<file path="src/rtl/vo_pkg.sv">
// Shared types and helpers for the match-pair stream packer.
//   match_rec_t    : one source/destination match pair (72 bits)
//   rec_kind_e     : record kind stored alongside each FIFO entry
//   fifo_ent_t     : FIFO entry = kind + payload (markers carry their value in dst_depth)
//   packer_state_e : serializer states
//   *_word helpers : build the 32-bit output words
package vo_pkg;

  localparam int unsigned COOR_W  = 10;
  localparam int unsigned DEPTH_W = 16;
  localparam int unsigned CNT_W   = 16;
  localparam int unsigned WORD_W  = 32;
  localparam int unsigned TAG_W   = 4;

  typedef struct packed {
    logic [COOR_W-1:0]  src_x;
    logic [COOR_W-1:0]  src_y;
    logic [DEPTH_W-1:0] src_depth;
    logic [COOR_W-1:0]  dst_x;
    logic [COOR_W-1:0]  dst_y;
    logic [DEPTH_W-1:0] dst_depth;
  } match_rec_t;

  typedef enum logic [1:0] {
    REC_START = 2'd0,
    REC_PAIR  = 2'd1,
    REC_END   = 2'd2
  } rec_kind_e;

  typedef struct packed {
    rec_kind_e  kind;
    match_rec_t rec;
  } fifo_ent_t;

  localparam int unsigned ENT_W = $bits(fifo_ent_t);

  localparam logic [TAG_W-1:0] TAG_START = 4'hD;
  localparam logic [TAG_W-1:0] TAG_W0    = 4'hA;
  localparam logic [TAG_W-1:0] TAG_W1    = 4'hB;
  localparam logic [TAG_W-1:0] TAG_END   = 4'hE;

  typedef enum logic [2:0] {
    ST_IDLE = 3'd0,
    ST_W0   = 3'd1,
    ST_W1   = 3'd2,
    ST_W2   = 3'd3,
    ST_MARK = 3'd4
  } packer_state_e;

  // Frame marker word: tag, zero pad, 16-bit value.
  function automatic logic [WORD_W-1:0] marker_word(input logic [TAG_W-1:0] tag,
                                                    input logic [CNT_W-1:0] val);
    return {tag, 12'h000, val};
  endfunction

  function automatic logic [WORD_W-1:0] pair_w0(input match_rec_t r);
    return {TAG_W0, 8'h00, r.src_y, r.src_x};
  endfunction

  function automatic logic [WORD_W-1:0] pair_w1(input match_rec_t r);
    return {TAG_W1, 8'h00, r.dst_y, r.dst_x};
  endfunction

  function automatic logic [WORD_W-1:0] pair_w2(input match_rec_t r);
    return {r.dst_depth, r.src_depth};
  endfunction

endpackage

</file>
<file path="src/rtl/match_stream_packer_if.sv">
// Match-pair input stream and 32-bit valid/ready output stream.
//   slave  : packer side (consumes match pairs, produces words)
//   master : environment side (produces match pairs, consumes words)
interface match_stream_packer_if;
  import vo_pkg::*;

  logic                 i_frame_start;
  logic                 i_frame_end;
  logic                 i_valid;
  logic [COOR_W-1:0]    i_src_coor_x;
  logic [COOR_W-1:0]    i_src_coor_y;
  logic [DEPTH_W-1:0]   i_src_depth;
  logic [COOR_W-1:0]    i_dst_coor_x;
  logic [COOR_W-1:0]    i_dst_coor_y;
  logic [DEPTH_W-1:0]   i_dst_depth;
  logic [WORD_W-1:0]    o_data;
  logic                 o_valid;
  logic                 o_last;
  logic                 i_ready;

  modport slave (
    input  i_frame_start, i_frame_end, i_valid,
    input  i_src_coor_x, i_src_coor_y, i_src_depth,
    input  i_dst_coor_x, i_dst_coor_y, i_dst_depth,
    input  i_ready,
    output o_data, o_valid, o_last
  );

  modport master (
    output i_frame_start, i_frame_end, i_valid,
    output i_src_coor_x, i_src_coor_y, i_src_depth,
    output i_dst_coor_x, i_dst_coor_y, i_dst_depth,
    output i_ready,
    input  o_data, o_valid, o_last
  );

endinterface

</file>
<file path="src/rtl/vo_sync_fifo.sv">
// Flop-based synchronous FIFO with occupancy count.
//   clk, rst_n     : clock, async active-low reset
//   push, wdata    : write request / data (ignored when full unless popping)
//   pop            : read request (ignored when empty)
//   rdata_c        : head entry (combinational)
//   empty_c        : FIFO empty (combinational)
//   level          : registered occupancy, 0..DEPTH
module vo_sync_fifo #(
  parameter int unsigned WIDTH  = 8,
  parameter int unsigned DEPTH  = 4,
  parameter int unsigned ADDR_W = 2
) (
  input  logic              clk,
  input  logic              rst_n,
  input  logic              push,
  input  logic [WIDTH-1:0]  wdata,
  input  logic              pop,
  output logic [WIDTH-1:0]  rdata_c,
  output logic              empty_c,
  output logic [ADDR_W:0]   level
);

  localparam int unsigned LVL_W = ADDR_W + 1;

  logic [WIDTH-1:0]  mem [DEPTH];
  logic [ADDR_W-1:0] wr_ptr_q;
  logic [ADDR_W-1:0] rd_ptr_q;
  logic [LVL_W-1:0]  level_q;
  logic              full_c;
  logic              do_push_c;
  logic              do_pop_c;

  assign empty_c   = (level_q == '0);
  assign full_c    = (level_q == LVL_W'(DEPTH));
  assign do_pop_c  = pop && !empty_c;
  // A push at full is fine when the head leaves in the same cycle.
  assign do_push_c = push && (!full_c || do_pop_c);
  assign rdata_c   = mem[rd_ptr_q];
  assign level     = level_q;

  // Storage array, no reset needed.
  always_ff @(posedge clk) begin
    if (do_push_c) begin
      mem[wr_ptr_q] <= wdata;
    end
  end

  // Pointers wrap naturally modulo DEPTH (power of two).
  always_ff @(posedge clk or negedge rst_n) begin
    if (!rst_n) begin
      wr_ptr_q <= '0;
      rd_ptr_q <= '0;
      level_q  <= '0;
    end else begin
      if (do_push_c) wr_ptr_q <= wr_ptr_q + ADDR_W'(1);
      if (do_pop_c)  rd_ptr_q <= rd_ptr_q + ADDR_W'(1);
      unique case ({do_push_c, do_pop_c})
        2'b10:   level_q <= level_q + LVL_W'(1);
        2'b01:   level_q <= level_q - LVL_W'(1);
        default: level_q <= level_q;
      endcase
    end
  end

endmodule

</file>
<file path="src/rtl/match_stream_packer.sv">
// Buffers the match-pair stream into a record FIFO and serializes each record
// into 32-bit words on a valid/ready stream.
//   i_clk, i_rst_n : clock, async active-low reset
//   bus            : match-pair input + word output stream (slave side)
//   o_overflow     : sticky, a record or marker was dropped for lack of room
//   o_proto_err    : sticky, i_valid coincided with a frame marker
//   o_drop_cnt     : dropped pair records, saturating
//   o_fifo_level   : FIFO occupancy
module match_stream_packer
  import vo_pkg::*;
#(
  parameter int unsigned DEPTH  = 64,
  parameter int unsigned ADDR_W = 6
) (
  input  logic                   i_clk,
  input  logic                   i_rst_n,
  match_stream_packer_if.slave   bus,
  output logic                   o_overflow,
  output logic                   o_proto_err,
  output logic [CNT_W-1:0]       o_drop_cnt,
  output logic [ADDR_W:0]        o_fifo_level
);

  localparam int unsigned LVL_W = ADDR_W + 1;
  // Pairs leave two slots free so frame markers are never starved.
  localparam logic [LVL_W-1:0] PAIR_LIMIT = LVL_W'(DEPTH - 2);
  localparam logic [LVL_W-1:0] MARK_LIMIT = LVL_W'(DEPTH);

  logic              push_c;
  fifo_ent_t         push_ent_c;
  logic              pop_c;
  logic [ENT_W-1:0]  head_bits_c;
  fifo_ent_t         head_c;
  logic              empty_c;
  logic [LVL_W-1:0]  level;

  logic [CNT_W-1:0]  frame_idx_q, frame_idx_d;
  logic [CNT_W-1:0]  pair_cnt_q,  pair_cnt_d;
  logic              pend_end_q,  pend_end_d;
  logic              overflow_q,  overflow_d;
  logic              proto_err_q, proto_err_d;
  logic [CNT_W-1:0]  drop_cnt_q,  drop_cnt_d;
  logic              drop_pair_c;

  packer_state_e     state_q, state_d;
  match_rec_t        cur_q,   cur_d;
  logic [WORD_W-1:0] data_q,  data_d;
  logic              valid_q, valid_d;
  logic              last_q,  last_d;
  logic              hs_c;
  logic              load_c;

  match_rec_t        in_rec_c;
  logic              room_pair_c;
  logic              room_mark_c;
  logic              any_evt_c;

  vo_sync_fifo #(
    .WIDTH  (ENT_W),
    .DEPTH  (DEPTH),
    .ADDR_W (ADDR_W)
  ) u_fifo (
    .clk     (i_clk),
    .rst_n   (i_rst_n),
    .push    (push_c),
    .wdata   (push_ent_c),
    .pop     (pop_c),
    .rdata_c (head_bits_c),
    .empty_c (empty_c),
    .level   (level)
  );

  assign head_c = fifo_ent_t'(head_bits_c);

  assign in_rec_c = '{src_x:     bus.i_src_coor_x,
                      src_y:     bus.i_src_coor_y,
                      src_depth: bus.i_src_depth,
                      dst_x:     bus.i_dst_coor_x,
                      dst_y:     bus.i_dst_coor_y,
                      dst_depth: bus.i_dst_depth};

  assign room_pair_c = (level < PAIR_LIMIT);
  assign room_mark_c = (level < MARK_LIMIT);
  assign any_evt_c   = bus.i_frame_start || bus.i_frame_end || bus.i_valid;

  // Accept logic: at most one record written per cycle.
  always_comb begin
    push_c      = 1'b0;
    push_ent_c  = '0;
    pend_end_d  = 1'b0;
    frame_idx_d = frame_idx_q;
    pair_cnt_d  = pair_cnt_q;
    overflow_d  = overflow_q;
    proto_err_d = proto_err_q;
    drop_pair_c = 1'b0;

    if (pend_end_q) begin
      // Deferred END owns the write slot; anything arriving now is lost.
      if (room_mark_c) begin
        push_c                   = 1'b1;
        push_ent_c.kind          = REC_END;
        push_ent_c.rec.dst_depth = pair_cnt_q;
      end else begin
        overflow_d = 1'b1;
      end
      if (any_evt_c) overflow_d = 1'b1;
      if (bus.i_valid && !bus.i_frame_start && !bus.i_frame_end) drop_pair_c = 1'b1;
    end else if (bus.i_frame_start) begin
      if (bus.i_valid) proto_err_d = 1'b1;
      if (room_mark_c) begin
        push_c                   = 1'b1;
        push_ent_c.kind          = REC_START;
        push_ent_c.rec.dst_depth = frame_idx_q;
        frame_idx_d              = frame_idx_q + CNT_W'(1);
        pair_cnt_d               = '0;
      end else begin
        overflow_d = 1'b1;
      end
      pend_end_d = bus.i_frame_end;
    end else if (bus.i_frame_end) begin
      if (bus.i_valid) proto_err_d = 1'b1;
      if (room_mark_c) begin
        push_c                   = 1'b1;
        push_ent_c.kind          = REC_END;
        push_ent_c.rec.dst_depth = pair_cnt_q;
      end else begin
        overflow_d = 1'b1;
      end
    end else if (bus.i_valid) begin
      if (room_pair_c) begin
        push_c          = 1'b1;
        push_ent_c.kind = REC_PAIR;
        push_ent_c.rec  = in_rec_c;
        pair_cnt_d      = pair_cnt_q + CNT_W'(1);
      end else begin
        overflow_d  = 1'b1;
        drop_pair_c = 1'b1;
      end
    end

    drop_cnt_d = drop_cnt_q;
    if (drop_pair_c && (drop_cnt_q != '1)) drop_cnt_d = drop_cnt_q + CNT_W'(1);
  end

  assign hs_c   = valid_q && bus.i_ready;
  // Fetch a new record when idle or when the final word of a record is taken.
  assign load_c = (state_q == ST_IDLE) ||
                  (((state_q == ST_W2) || (state_q == ST_MARK)) && hs_c);

  // Serializer next-state and output-register values.
  always_comb begin
    state_d = state_q;
    cur_d   = cur_q;
    data_d  = data_q;
    valid_d = valid_q;
    last_d  = last_q;
    pop_c   = 1'b0;

    unique case (state_q)
      ST_W0: if (hs_c) begin
        data_d  = pair_w1(cur_q);
        state_d = ST_W1;
      end
      ST_W1: if (hs_c) begin
        data_d  = pair_w2(cur_q);
        state_d = ST_W2;
      end
      default: ;
    endcase

    if (load_c) begin
      if (!empty_c) begin
        pop_c   = 1'b1;
        cur_d   = head_c.rec;
        valid_d = 1'b1;
        if (head_c.kind == REC_PAIR) begin
          state_d = ST_W0;
          data_d  = pair_w0(head_c.rec);
          last_d  = 1'b0;
        end else begin
          state_d = ST_MARK;
          data_d  = marker_word((head_c.kind == REC_END) ? TAG_END : TAG_START,
                                head_c.rec.dst_depth);
          last_d  = (head_c.kind == REC_END);
        end
      end else begin
        state_d = ST_IDLE;
        valid_d = 1'b0;
        last_d  = 1'b0;
      end
    end
  end

  // State and output registers.
  always_ff @(posedge i_clk or negedge i_rst_n) begin
    if (!i_rst_n) begin
      state_q     <= ST_IDLE;
      cur_q       <= '0;
      data_q      <= '0;
      valid_q     <= 1'b0;
      last_q      <= 1'b0;
      frame_idx_q <= '0;
      pair_cnt_q  <= '0;
      pend_end_q  <= 1'b0;
      overflow_q  <= 1'b0;
      proto_err_q <= 1'b0;
      drop_cnt_q  <= '0;
    end else begin
      state_q     <= state_d;
      cur_q       <= cur_d;
      data_q      <= data_d;
      valid_q     <= valid_d;
      last_q      <= last_d;
      frame_idx_q <= frame_idx_d;
      pair_cnt_q  <= pair_cnt_d;
      pend_end_q  <= pend_end_d;
      overflow_q  <= overflow_d;
      proto_err_q <= proto_err_d;
      drop_cnt_q  <= drop_cnt_d;
    end
  end

  assign bus.o_data    = data_q;
  assign bus.o_valid   = valid_q;
  assign bus.o_last    = last_q;
  assign o_overflow    = overflow_q;
  assign o_proto_err   = proto_err_q;
  assign o_drop_cnt    = drop_cnt_q;
  assign o_fifo_level  = level;

endmodule

</file>
<file path="src/flat_wrapper.sv">
// flat-port wrapper written by rule: the top's interface ports become plain ports
module match_stream_packer_flat import vo_pkg::*;
#(
  parameter int unsigned DEPTH  = 64,
  parameter int unsigned ADDR_W = 6
)
  (i_clk, i_rst_n, o_overflow, o_proto_err, o_drop_cnt, o_fifo_level, bus_i_frame_start, bus_i_frame_end, bus_i_valid, bus_i_src_coor_x, bus_i_src_coor_y, bus_i_src_depth, bus_i_dst_coor_x, bus_i_dst_coor_y, bus_i_dst_depth, bus_i_ready, bus_o_data, bus_o_valid, bus_o_last);
  match_stream_packer_if bus_i ();
  input  logic i_clk;
  input  logic i_rst_n;
  output logic o_overflow;
  output logic o_proto_err;
  output logic [CNT_W-1:0] o_drop_cnt;
  output logic [ADDR_W:0] o_fifo_level;
  input wire logic [$bits(bus_i.i_frame_start)-1:0] bus_i_frame_start;
  input wire logic [$bits(bus_i.i_frame_end)-1:0] bus_i_frame_end;
  input wire logic [$bits(bus_i.i_valid)-1:0] bus_i_valid;
  input wire logic [$bits(bus_i.i_src_coor_x)-1:0] bus_i_src_coor_x;
  input wire logic [$bits(bus_i.i_src_coor_y)-1:0] bus_i_src_coor_y;
  input wire logic [$bits(bus_i.i_src_depth)-1:0] bus_i_src_depth;
  input wire logic [$bits(bus_i.i_dst_coor_x)-1:0] bus_i_dst_coor_x;
  input wire logic [$bits(bus_i.i_dst_coor_y)-1:0] bus_i_dst_coor_y;
  input wire logic [$bits(bus_i.i_dst_depth)-1:0] bus_i_dst_depth;
  input wire logic [$bits(bus_i.i_ready)-1:0] bus_i_ready;
  output wire logic [$bits(bus_i.o_data)-1:0] bus_o_data;
  output wire logic [$bits(bus_i.o_valid)-1:0] bus_o_valid;
  output wire logic [$bits(bus_i.o_last)-1:0] bus_o_last;
  assign bus_i.i_frame_start = bus_i_frame_start;
  assign bus_i.i_frame_end = bus_i_frame_end;
  assign bus_i.i_valid = bus_i_valid;
  assign bus_i.i_src_coor_x = bus_i_src_coor_x;
  assign bus_i.i_src_coor_y = bus_i_src_coor_y;
  assign bus_i.i_src_depth = bus_i_src_depth;
  assign bus_i.i_dst_coor_x = bus_i_dst_coor_x;
  assign bus_i.i_dst_coor_y = bus_i_dst_coor_y;
  assign bus_i.i_dst_depth = bus_i_dst_depth;
  assign bus_i.i_ready = bus_i_ready;
  assign bus_o_data = bus_i.o_data;
  assign bus_o_valid = bus_i.o_valid;
  assign bus_o_last = bus_i.o_last;
  match_stream_packer #(.DEPTH(DEPTH), .ADDR_W(ADDR_W)) u_core (.i_clk(i_clk), .i_rst_n(i_rst_n), .bus(bus_i), .o_overflow(o_overflow), .o_proto_err(o_proto_err), .o_drop_cnt(o_drop_cnt), .o_fifo_level(o_fifo_level));
endmodule
</file>
<file path="config.mk">
export PLATFORM = sky130hd
export DESIGN_NAME = match_stream_packer_flat
export DESIGN_NICKNAME = d
export VERILOG_FILES = /design/src/rtl/vo_pkg.sv /design/src/rtl/match_stream_packer_if.sv /design/src/rtl/vo_sync_fifo.sv /design/src/rtl/match_stream_packer.sv /design/src/flat_wrapper.sv
export SDC_FILE = /design/constraint.sdc
export NUM_CORES = 2
export LEC_CHECK = 0
export CELL_PAD_IN_SITES_DETAIL_PLACEMENT = 2
export CELL_PAD_IN_SITES_GLOBAL_PLACEMENT = 2
export CORE_ASPECT_RATIO = 1.4
export CORE_MARGIN = 3
export CORE_UTILIZATION = 46
export CTS_CLUSTER_SIZE = 30
export DETAILED_ROUTE_END_ITERATION = 6
export PLACE_DENSITY_LB_ADDON = 0.08
export SYNTH_ARGS = -nofsm -noshare
export SYNTH_HDL_FRONTEND = slang
export SYNTH_MEMORY_MAX_BITS = 65536
export SYNTH_SLANG_ARGS = --single-unit
</file>
<file path="constraint.sdc">
create_clock -name i_clk -period 4.8 [get_ports i_clk]
set_input_delay 0.48 -clock i_clk [delete_from_list [all_inputs] [get_ports i_clk]]
set_output_delay 0.48 -clock i_clk [all_outputs]
set_load 0.05 [all_outputs]
</file>
# After elaboration in Yosys (flattened, before gate mapping)
# Memory sizes are Yosys's and may differ from the RTL's.
# Cells that the tools add are included.
[word_totals]
output_inout_bits = 59
in_bits = 78
wordCells = 137
regBits = 159
n_memories = 1
latch_bits = 0
romBits = 0
ram_bits = 4736
[op_classes]
n_addsub = 7
mul = 0
n_bitwise = 2
n_div = 0
n_reduce_logical = 30
shift = 0
muxes = 63
n_lt_le_gt_ge = 2
n_eq_ne = 15
[mem_list]
columns = ["name", "depth", "width", "rd", "rd_ports_with_merged_regs", "write_ports", "line", "rtl"]
rows = [
  ["u_core.u_fifo.mem", 64, 74, 1, 0, 1, "vo_sync_fifo.sv:25", "logic [WIDTH-1:0] mem [DEPTH];"],
]
[ops]
columns = ["operator", "count"]
rows = [
  ["2-to-1 mux 56 bit", 3],
  ["2-to-1 mux 16 bit", 10],
  ["2-to-1 mux 32 bit", 5],
  ["2-to-1 mux 74 bit", 1],
  ["2-to-1 mux 73 bit", 1],
  ["case mux 32 bit (2 select lines)", 1],
  ["adder 16 x 1 -> 16 bit (second input constant)", 3],
  ["2-to-1 mux 1 bit", 30],
  ["inequality test 16 bit (second input constant)", 1],
  ["2-to-1 mux 3 bit", 5],
  ["case mux 7 bit (2 select lines)", 1],
  ["adder 6 x 1 -> 6 bit (second input constant)", 2],
  ["2-to-1 mux 2 bit", 5],
  ["nonzero test 2 bit", 4],
  ["adder 7 x 1 -> 7 bit (second input constant)", 1],
  ["== test 7 bit (second input constant)", 1],
  ["logical AND 1 bit", 7],
  ["zero test 7 bit", 1],
  ["< comparator 7 x 6 -> 1 bit (second input constant)", 1],
  ["< comparator 7 bit (second input constant)", 1],
  ["subtractor 7 x 1 -> 7 bit (second input constant)", 1],
  ["== test 3 x 2 -> 1 bit (second input constant)", 2],
  ["inequality test 3 x 1 -> 1 bit (second input constant)", 2],
  ["case mux 3 bit (2 select lines)", 1],
  ["other kinds (16)", 29],
]

# Longest topological paths before layout
[logic_depth]
ltp_word = 10
mapped_depth = 15
depth_no_buf = 12

# Modules after synthesis
# A second synthesis with hierarchy kept.
[unflattened]
hier_cells = 8504
area_unflattened_um2 = 188473.3
[by_module_without_submodules]
columns = ["mod", "n_inst", "area_each_um2", "cells_per_inst", "seq_area_each_um2"]
rows = [
  ["vo_sync_fifo", 1, 181454.0, 7868, 142691.9],
  ["match_stream_packer", 1, 7019.2, 636, 3503.4],
]

# Least setup slack after synthesis
# No wires, ideal clock.
[synth_path]
path_type = "flip-flop to flip-flop"
start = "register u_core.u_fifo.level_q[5] (netlist: u_core.u_fifo.level[5])"
end = "memory u_core.u_fifo.mem[43][0] (netlist bit) (enable)"
slack_ps = -668
arrival_ps = 4961
stages_incl_launch_ff = 8
period_less_slack_ps = 5468
n_path_buf = 1
path_cell_list = "dfrtp_1 > nand3_1 > o21ai_0 > a21oi_1 > buf_1 > nor2b_1 > nand3_1 > nor2_1"
[synth_between]
elab_chain_len = 9
[synth_lines]
columns = ["element", "line", "rtl"]
rows = [
  ["start: declaration", "vo_sync_fifo.sv:28", "logic [LVL_W-1:0] level_q;"],
  ["start signal: assignment", "vo_sync_fifo.sv:58", "2'b10: level_q <= level_q + LVL_W'(1);"],
  ["start signal: assignment", "vo_sync_fifo.sv:59", "2'b01: level_q <= level_q - LVL_W'(1);"],
  ["start signal: assignment", "vo_sync_fifo.sv:60", "default: level_q <= level_q;"],
  ["< comparator 7 x 6 -> 1 bit", "match_stream_packer.sv:82", "assign room_pair_c = (level < PAIR_LIMIT);"],
  ["2-to-1 mux 1 bit", "match_stream_packer.sv:130", "if (room_pair_c) begin"],
  ["2-to-1 mux 1 bit", "match_stream_packer.sv:129", "end else if (bus.i_valid) begin"],
  ["2-to-1 mux 1 bit", "match_stream_packer.sv:120", "end else if (bus.i_frame_end) begin"],
  ["2-to-1 mux 1 bit", "match_stream_packer.sv:108", "end else if (bus.i_frame_start) begin"],
  ["2-to-1 mux 1 bit", "match_stream_packer.sv:97", "if (pend_end_q) begin"],
  ["logical AND 1 bit *", "vo_sync_fifo.sv:37", "assign do_push_c = push && (!full_c || do_pop_c);"],
  ["2-to-1 mux 1 bit *", "vo_sync_fifo.sv:43", "if (do_push_c) begin"],
  ["2-to-1 mux 1 bit (implied by the code) *", "vo_sync_fifo.sv:44", "mem[wr_ptr_q] <= wdata;"],
  ["end: declaration", "vo_sync_fifo.sv:25", ""],
]
# Mark *: on every way between the ends. The rest lies on a longest branch, timed or not.

# Final worst setup path
[layout_path]
start = "register u_core.u_fifo.rd_ptr_q[0]"
end = "register u_core.data_q[2] (netlist: u_core.bus.o_data[2])"
[layout_between]
elab_chain_len = 5
[layout_lines]
columns = ["element", "line", "rtl"]
rows = [
  ["start: declaration", "vo_sync_fifo.sv:27", "logic [ADDR_W-1:0] rd_ptr_q;"],
  ["start signal: assignment", "vo_sync_fifo.sv:56", "if (do_pop_c) rd_ptr_q <= rd_ptr_q + ADDR_W'(1);"],
  ["memory read (64 x 74 bit) *", "--", ""],
  ["== test 2 x 1 -> 1 bit", "match_stream_packer.sv:176", "if (head_c.kind == REC_PAIR) begin"],
  ["2-to-1 mux 32 bit *", "match_stream_packer.sv:176", ""],
  ["2-to-1 mux 32 bit *", "match_stream_packer.sv:172", "if (!empty_c) begin"],
  ["2-to-1 mux 32 bit *", "match_stream_packer.sv:171", "if (load_c) begin"],
  ["net u_core.data_d[2]", "match_stream_packer.sv:47", "logic [WORD_W-1:0] data_q, data_d;"],
  ["end signal: assignment", "match_stream_packer.sv:211", "data_q <= data_d;"],
  ["end: declaration", "match_stream_packer.sv:47", ""],
]
# The timed path passes the listed nets; every way through them passes the cells marked *.
# A chain may end at the register's enable or synchronous reset.

==> impl_metrics.tcl <==
set metrics [dict create \
    cp.required_ps 5750 \
    slew-limit-headroom_pct 2.87 \
    numClockSinks 4895 \
    drive_above_1_share_pct 29.5 \
    dp_hpwl_um 370000 \
    tightest_slew_ps 1460 \
    drt.antenna.violating_nets 0 \
    syn-cell-area_mm2 0.188 \
    syn_inst 8025 \
    ios 137 \
    synth_top_cell_by_area "edfxtp_1" \
    antenna_found_initial 32 \
    rows 276 \
    clk_pin_slew_ps 70 \
    final_common_cell "edfxtp_1" \
    power_leakage_nw 69.3 \
    grt_usage_pct 33.9 \
    grt_max_degree 133 \
    powerDensity_mw_per_mm2 588 \
    fin_nets 8745 \
    endpoint_kind "register" \
    dpl_worst_slack_ps 59.8 \
    die_h_um 762 \
    area_delta_synth_final_pct 15.0 \
    violations "setup timing" \
    timing.final.ws_setup_ps -76.8 \
    grt_pass1_vias 105000 \
    slew_viol_final 0 \
    synthArstFlopShare_pct 3.25 \
    start_kind "register" \
    ir_worst_vdd_mv 0.560 \
    yosysUniqueCellTypes 71 \
    fin_setup_tns_ps -76.8 \
    ys_warn_count 0 \
    drc 0 \
    dieArea_mm2 0.416 \
    fp.dieW_um 546 \
    final.fill_count 33900 \
    multi_input_area_mm2 0.0397 \
    cts_root_buffer "clkbuf_16" \
    drv_cap 0 \
    hold_viol 0 \
    start_util_pct 46.3 \
    drt_iter0_drc 15500 \
    cts_tree "built" \
    vias_per_cell 6.82 \
    hold_path.class "in2async" \
    period_share_pct 102 \
    yosysTopAreaCellShare_pct 75.8 \
    outcome "finished with violations" \
    numPortBuffers 136 \
    finalWeightedCongestion 0.800 \
    seq_area_mm2 0.146 \
    seq_area_frac_synth_pct 77.9 \
    post_cts_resized 0 \
    fin_worst_skew_ps 46.3 \
    worstSetupPathType "reg2reg" \
    drt_wl_total_um 707000 \
    post_drt_wl_per_cell_um 48.9 \
    cp_max_fo 26 \
    cts_buffers 468 \
    clock_path_buffers 4 \
    ys_seq_elements 4895 \
    clk_latency_ps 1050 \
    ys_top_cells_by_area "edfxtp_1 76%, mux4_2 16%, dfrtp_1 2.1%, mux2i_1 1.1%, nand2_1 0.38%" \
    syn_nets 8116 \
    synthFlopType "edfxtp_1" \
    avgSynthCellArea_um2 23.4 \
    cts_max_level 5 \
    via_count 98700 \
    finalCriticalPeriod_ps 4880 \
    grt_pass1_wl_um 963000 \
    core_area_mm2 0.405 \
    synth_edf_count 4736 \
    rsz0062_at_grt "false" \
    grt-ovfl-total 0 \
    max_freq_ghz 0.205 \
    most-common-layout-cells "4736 x edfxtp_1, 1336 x mux4_2, 474 x clkbuf_16" \
    setup_viol 1 \
    cp.arrival_ps 5830 \
    firstDrtPassIters 5 \
]
cell families (layout without fill, tap and decap cells):
logic type,after synthesis,after routing,share of synthesized area (%)
adder cells (fa/ha/maj),13,13,0.0907
AND/OR/NAND/NOR,548,548,1.37
multiplexers,1591,1591,17.4
buffers and inverters,472,1497,1.26
other,0,7,0
flip-flops,4895,4895,77.9
AO/OA/AOI/OAI,451,451,1.69
XOR/XNOR,55,55,0.257
Yosys cell counts (6+ instances only):
master and n:
a211oi_1 28, a21oi_1 98, a221o_1 19, a221oi_1 38, a222oi_1 14, a22o_1 15, a22oi_1 54, a311oi_1 6
a31oi_1 10, and2_1 64, and3_1 10, buf_1 58, buf_2 137, buf_4 31, buf_6 40, clkbuf_1 167
dfrtp_1 159, edfxtp_1 4736, ha_1 12, inv_1 32, mux2_2 47, mux2i_1 208, mux4_2 1336, nand2_1 190
nand3_1 50, nand4_1 15, nor2_1 123, nor2b_1 19, nor3_1 38, nor4_1 6, o21ai_0 64, o221ai_1 26
o22ai_1 29, or3_1 11, xnor2_1 36, xor2_1 19
per-stage QoR:
stage          std cells  instance area [um2]  util, %  total power, mW  hold WS, ps
4_1_cts            14500               216000     53.3              127         56.3
2_1_floorplan       8025               188000        -             73.7          184
3_3_place_gp       13600               200000     49.4             86.2          453
5_1_grt            14500               216000     53.3              130          110
6_report           14500               216000     53.3              127         62.9
3_5_place_dp       13600               200000     49.4             87.4          473
power by group:
group          switching [mW]  leakage [nW]  internal, mW
registers                1.76          46.1          49.0
logic                    21.3          15.5          15.3
clock network            17.5          7.63          22.0
total                    40.5          69.3          86.4
critical path: stages (launching register included):
cell and delay (ps):
dfrtp_4 900, mux4_2 630, mux4_2 510, mux4_2 590, inv_2 140, ha_1 190, buf_4 140, nand2_1 160
buf_12 250, a311oi_1 880, a21oi_1 160, o21ai_1 200
sequential cells by signal (all words and copies together), names as in the netlist, 3 cells and up:
name,flops
u_core.bus.o_data,32
u_core.cur_q,52
u_core.state_q,3
u_core.u_fifo.mem,4736
u_core.u_fifo.rd_ptr_q,6
u_core.pair_cnt_q,16
u_core.frame_idx_q,16
u_core.u_fifo.level,7
u_core.o_drop_cnt,16
u_core.u_fifo.wr_ptr_q,6
worst paths after layout:
check	start	cells past startpoint	slack, ps	end
min reg2reg	u_core.o_proto_err	1	480	u_core.o_proto_err
max in group asynchronous	i_rst_n	3	3560	u_core.pair_cnt_q[4]
min in group i_clk	bus_i_frame_end	3	120	u_core.pend_end_q
max	u_core.u_fifo.rd_ptr_q[0]	11	-80	u_core.bus.o_data[2]
max reg2reg	u_core.u_fifo.rd_ptr_q[0]	11	-80	u_core.bus.o_data[2]
min	i_rst_n	2	60	u_core.pair_cnt_q[13]
metal layers:
layer	track usage [%]	wire length, um
met5	0	48
met4	14.6	37200
met3	5.52	55500
met2	57.7	360000
met1	43.3	255000
cell type report:
class,instances,area share [%]
tap,5421,3.14
antenna,7,0.00811
inverter,38,0.0701
multi-input combinational,2658,18.4
clock inverter,252,1.37
timing repair buffer,593,3.41
clock buffer,614,5.86
sequential,4895,67.7
what timing repair did:
action	CTS	global route
hold buffers	1	0
endpoints found under the hold margin	63	0
buffers inserted	0	0
No activity file was read; power rests on OpenSTA's default activity.
